**src/rtl/sel_mux_pkg.sv**
```systemverilog
// Shared types for the N-way selector pipeline: skid-buffer states, legal
// input-count range and the packed beat width.
package sel_mux_pkg;

    localparam int N_MIN = 2;
    localparam int N_MAX = 16;

    typedef enum logic [1:0] {
        EMPTY = 2'd0,
        BUSY  = 2'd1,
        FULL  = 2'd2
    } skid_state_e;

    // One beat is {word, sel, err}.
    function automatic int beat_width(input int width, input int sel_w);
        return width + sel_w + 1;
    endfunction

endpackage

```
**src/rtl/pipe_skid.sv**
```systemverilog
// Two-entry skid buffer (output register + skid register) under valid/ready.
// in_ready is registered, so it never depends combinationally on out_ready.
module pipe_skid
    import sel_mux_pkg::*;
#(
    parameter int PW = 8
) (
    input  logic          clk,
    input  logic          rst_n,
    input  logic [PW-1:0] in_data,
    input  logic          in_valid,
    output logic          in_ready,
    output logic [PW-1:0] out_data,
    output logic          out_valid,
    input  logic          out_ready
);

    skid_state_e   state_q, state_d;
    logic [PW-1:0] or_q, sk_q;
    logic          accept, deliver;
    logic          load_or, load_sk, shift_sk;

    assign out_valid = (state_q != EMPTY);
    assign out_data  = or_q;
    assign accept    = in_valid && in_ready;
    assign deliver   = out_valid && out_ready;

    // NOTE: every signal written here gets a default first, so no latch is inferred.
    always_comb begin
        state_d  = state_q;
        load_or  = 1'b0;
        load_sk  = 1'b0;
        shift_sk = 1'b0;
        unique case (state_q)
            EMPTY: begin
                if (accept) begin
                    state_d = BUSY;
                    load_or = 1'b1;
                end
            end
            BUSY: begin
                if (accept && !deliver) begin
                    state_d = FULL;
                    load_sk = 1'b1;
                end else if (!accept && deliver) begin
                    state_d = EMPTY;
                end else if (accept && deliver) begin
                    load_or = 1'b1;
                end
            end
            FULL: begin
                if (deliver) begin
                    state_d  = BUSY;
                    shift_sk = 1'b1;
                end
            end
            default: state_d = EMPTY;
        endcase
    end

    // NOTE: sequential state uses non-blocking assignments so every flop samples pre-edge values.
    always_ff @(posedge clk or negedge rst_n) begin
        if (!rst_n) begin
            state_q  <= EMPTY;
            in_ready <= 1'b1;
        end else begin
            state_q  <= state_d;
            in_ready <= (state_d != FULL);
        end
    end

    // NOTE: the payload registers are reset because out_data must read zero after reset.
    always_ff @(posedge clk or negedge rst_n) begin
        if (!rst_n) begin
            or_q <= '0;
            sk_q <= '0;
        end else begin
            if (load_or) begin
                or_q <= in_data;
            end else if (shift_sk) begin
                or_q <= sk_q;
            end
            if (load_sk) begin
                sk_q <= in_data;
            end
        end
    end

endmodule

```
**src/rtl/sel_mux_pipe.sv**
```systemverilog
// N-way WIDTH-bit selector feeding a registered skid buffer. Out-of-range
// selects fall back to the last input and flag the beat with err.
module sel_mux_pipe
    import sel_mux_pkg::*;
#(
    parameter  int WIDTH = 32,
    parameter  int N     = 3,
    localparam int SEL_W = $clog2(N)
) (
    input  logic               clk,
    input  logic               rst_n,
    input  logic [N*WIDTH-1:0] in_data,
    input  logic [SEL_W-1:0]   sel,
    input  logic               in_valid,
    output logic               in_ready,
    output logic [WIDTH-1:0]   out_data,
    output logic [SEL_W-1:0]   out_sel,
    output logic               out_err,
    output logic               out_valid,
    input  logic               out_ready
);

    localparam int               PW    = beat_width(WIDTH, SEL_W);
    localparam int               N_M1  = N - 1;
    localparam logic [SEL_W:0]   N_LIM = N[SEL_W:0];
    localparam logic [SEL_W-1:0] LAST  = N_M1[SEL_W-1:0];

    if (N < N_MIN || N > N_MAX) begin : g_bad_n
        $error("sel_mux_pipe: N=%0d outside %0d..%0d", N, N_MIN, N_MAX);
    end

    logic [WIDTH-1:0] in_arr [N];
    logic             err;
    logic [SEL_W-1:0] idx;
    logic [WIDTH-1:0] word;
    logic [PW-1:0]    in_beat, out_beat;

    for (genvar k = 0; k < N; k++) begin : g_unpack
        assign in_arr[k] = in_data[k*WIDTH +: WIDTH];
    end

    // Plain indexed read; the extra select bit keeps the range compare exact for N=2^k.
    assign err     = ({1'b0, sel} >= N_LIM);
    assign idx     = err ? LAST : sel;
    assign word    = in_arr[idx];
    assign in_beat = {word, sel, err};

    pipe_skid #(
        .PW(PW)
    ) u_skid (
        .clk       (clk),
        .rst_n     (rst_n),
        .in_data   (in_beat),
        .in_valid  (in_valid),
        .in_ready  (in_ready),
        .out_data  (out_beat),
        .out_valid (out_valid),
        .out_ready (out_ready)
    );

    assign {out_data, out_sel, out_err} = out_beat;

endmodule
```
**config.mk**
```make
export PLATFORM = sky130hd
export DESIGN_NAME = sel_mux_pipe
export DESIGN_NICKNAME = d
export VERILOG_FILES = /design/src/rtl/sel_mux_pkg.sv /design/src/rtl/pipe_skid.sv /design/src/rtl/sel_mux_pipe.sv
export SDC_FILE = /design/constraint.sdc
export NUM_CORES = 1
export LEC_CHECK = 0
export BUFFER_PORTS_ARGS = -buffer_cell sky130_fd_sc_hd__buf_2
export CAP_MARGIN = 25
export CORE_MARGIN = 4
export CORE_UTILIZATION = 54
export CTS_CLUSTER_SIZE = 20
export DETAILED_ROUTE_END_ITERATION = 6
export GPL_ROUTABILITY_DRIVEN = 0
export GPL_TIMING_DRIVEN = 0
export PLACE_DENSITY_LB_ADDON = 0.15
export SYNTH_ARGS = -nofsm -noshare
export SYNTH_HDL_FRONTEND = slang
export SYNTH_HIERARCHICAL = 1
export SYNTH_SLANG_ARGS = --single-unit
```
**constraint.sdc**
```tcl
create_clock -name clk -period 2.7 [get_ports clk]
set_input_delay 0.135 -clock clk [delete_from_list [all_inputs] [get_ports clk]]
set_output_delay 0.135 -clock clk [all_outputs]
set_load 0.02 [all_outputs]
```
==> summary.txt <==
Timing
  • Unrepaired setup endpoints after global routing: false
  • Min Clock Period, post-route: 1.86 ns
  • Pins Over Slew Limit: 0
  • Final hold vios: 0
  • Setup violators final: 0
  • Slew Limit Headroom: 0.396
  • Least-Margin Pin Slew: ~0.91 ns
  • Crit share post-route: 0.688
  • Worst Skew: slightly above 0.008 ns
  • F_max: 538 MHz
  • Final TNS setup: 0 ns

Critical path
  • Cell family with most CP delay: flip-flops
  • Critical Path Slowest Stage Cell: dfstp_2
  • Crit path max fanout: 10
  • Crit Path Class: reg -> reg
  • CP cell instances: nand2_1 > nor3b_1 > buf_2 > buf_4 > mux2_2
  • Critical Path Max Stage Delay: between 0.5 and 0.6 ns
  • Worst R2R Setup Slack: around 0.84 ns
  • Critical path arrival: 2.07 ns
  • Critical Path RT: 2.91 ns
  • Register-to-Register Path Depth: 5
  • Critical Path Source Type: flip-flop
  • RR Endpoint: u_skid/sk_q[10]
  • CP bufs+invs: 2
  • Critical path capture point type: flip-flop
  • R2r startpoint: u_skid/in_ready

Die
  • Die Area: between 0.008 and 0.009 mm^2
  • Top-Level Pins: 139
  • Die height: roughly 93 um
  • Core ar.: between 0.006 and 0.007 mm^2
  • Die width: 93.0 um
  • FP Rows: 30
  • Starting Density: 0.564

Final layout
  • Finished Layout Cells: ~560
  • Fillers: 548
  • Layout cells sized above 1: 0.612
  • Nets: ~560
  • Ant. Diodes: 0
  • Area growth syn-to-layout: 27.4%
  • Final core utilization: 0.719

Logic synthesis
  • Synth Net Count: approximately 410
  • Yosys Warn Count: 6
  • Unique cell type count in the Yosys netlist: 21
  • Post-Syn Instances: between 300 and 400
  • Yosys reg bits: 73
  • Post-Syn Area: 0.00390 mm^2
  • Synth Area per Inst: 12.5 um^2
  • Register area share after synthesis: 0.469

GRT
  • Antenna violations before repair: 0
  • Gr usage total: 0.203
  • GR Overflow Total: 0
  • Vias in the first global route: 2962
  • First-pass GRT wire length: 13800 um
  • Largest net degree at the start of global routing: 74

CTS
  • CTS root buf: clkbuf_8
  • CTS Buffer Depth: 2
  • # Post-CTS Setup Buffers: 0
  • Number of buffers created by CTS: 9
  • H-tree depth: 3
  • TritonCTS clock tree: yes
  • # clock sinks: 73
  • Cts hold-fix bufs: 1
  • Later-pin clock latency in the skew report: 0.33 ns
  • Clock transition at path regs: around 0.070 ns
  • Post-CTS Resized: 0

Placed design
  • # port buffers: approximately 140
  • Placed instance count: approximately 550
  • HPWL Detailed: between 6000 and 7000 um

Drt
  • Total length of routed wires: 8570 um
  • Vias per cell: roughly 5.1
  • DR vias: 2856
  • Post-DR wirelength/cell: between 15 and 20 um
  • DR iter-0 viols: 95
  • Pre-Repair DR Iteration Count: 4
  • Antenna Violating Nets Remaining: 0
  • DRC viols: 0

Min path
  • Hold Path Sink: u_skid/out_data[1]
  • Hold path depth: 2
  • Worst hold start: sel[0]
  • Worst hold path class: in -> reg

Power
  • Worst VDD drop: between 0.4 and 0.5 mV
  • Leakage: ~0.0025 uW
  • Pwr dens: around 1000 mW/mm^2

Outcome
  • Status: completed

Flow run
  • Max-Cap Viols: 0
==> cells in the mapped netlist <==
master / count / area (um^2)
mux2_2: 105 / 1180
o21ai_0: 3 / 15.0
or2_2: 2 / 12.5
buf_2: 11 / 55.1
buf_12: 3 / 60.1
dfstp_2: 1 / 26.3
nand2_1: 34 / 128
o22ai_1: 1 / 6.26
nand3b_2: 1 / 11.3
clkbuf_1: 1 / 3.75
o21ai_1: 29 / 145
or3_1: 1 / 6.26
buf_4: 4 / 30.0
dfrtp_1: 72 / 1800
nor2b_1: 1 / 6.26
o21a_1: 1 / 7.51
buf_6: 4 / 45.0
and2_1: 1 / 6.26
mux2i_1: 33 / 330
nor2_1: 1 / 3.75
nor3b_1: 2 / 15.0
==> area by class of cell <==
class | instances | area (um^2) | share of cell area
multi-input combinational | 215 | 1880 | 0.378
sequential | 73 | 1830 | 0.368
timing repair buffer | 139 | 703 | 0.142
buffer | 23 | 194 | 0.0391
clock buffer | 10 | 138 | 0.0277
tap | 96 | 120 | 0.0242
clock inverter | 6 | 105 | 0.0212
==> per-stage QoR <==
stage               hold slack (ns)  total power [uW]  cell area, um^2  setup WS, ns
CTS                          0.0676              4950             4960         0.864
finish                       0.0813              4890             4960         0.841
detailed placement            0.319              3920             4710         0.886
global route                 0.0777              5190             4960         0.764
floorplan                    -0.161              3300             3900         0.991
global placement              0.406              3820             4710         0.908
==> logic make-up (layout without fill, tap and decap cells) <==
logic type,count (synthesis),count (layout),share of synthesized area
mux,138,138,0.388
flops,73,73,0.469
simple gates,43,43,0.0485
compound gates,34,34,0.0446
buf+inv,23,178,0.0498
==> how the worst max path moves through the flow <==
stage	from	end	slack, ns	cells after the start
2_1_floorplan	u_skid/in_ready	u_skid/out_data[0]	0.99	5
3_3_place_gp	u_skid/in_ready	u_skid/sk_q[16]	0.91	5
3_5_place_dp	u_skid/in_ready	u_skid/sk_q[23]	0.89	5
4_1_cts	u_skid/in_ready	u_skid/sk_q[19]	0.86	5
5_1_grt	u_skid/in_ready	u_skid/sk_q[10]	0.76	5
6_report	u_skid/in_ready	u_skid/sk_q[10]	0.84	5
==> metal layers <==
metal	share of wire	GRT usage
met3	0.047	0.0382
met4	0.0098	0.0745
met5	0	0
met1	0.43	0.254
met2	0.51	0.348
==> report_power, final <==
group          internal, uW  switching (uW)
sequential             1630             251
clock                   634             381
combinational          1060             937
==> cell usage in the layout (no fill, tap or decap) <==
cell type	netlist	routed
or2_2	2	2
mux2_2	105	105
clkbuf_8	0	10
nor2_1	1	1
nor3b_1	2	2
mux2i_1	33	33
nand2_1	34	34
buf_12	3	3
buf_6	4	4
nand3b_2	1	1
bufinv_16	0	3
clkbuf_1	1	1
nor2b_1	1	1
and2_1	1	1
dlygate4sd3_1	0	1
buf_4	4	5
o22ai_1	1	1
o21a_1	1	1
o21ai_0	3	3
clkinv_2	0	3
dfrtp_1	72	72
or3_1	1	1
dfstp_2	1	1
buf_2	11	148
o21ai_1	29	29
==> flip-flops by register name, indices dropped and copies added, names as in the netlist <==
name             flops
u_skid/sk_q         35
u_skid/state_q       2
u_skid/out_data     35
u_skid/in_ready      1
(Power assumes the default switching activity.)
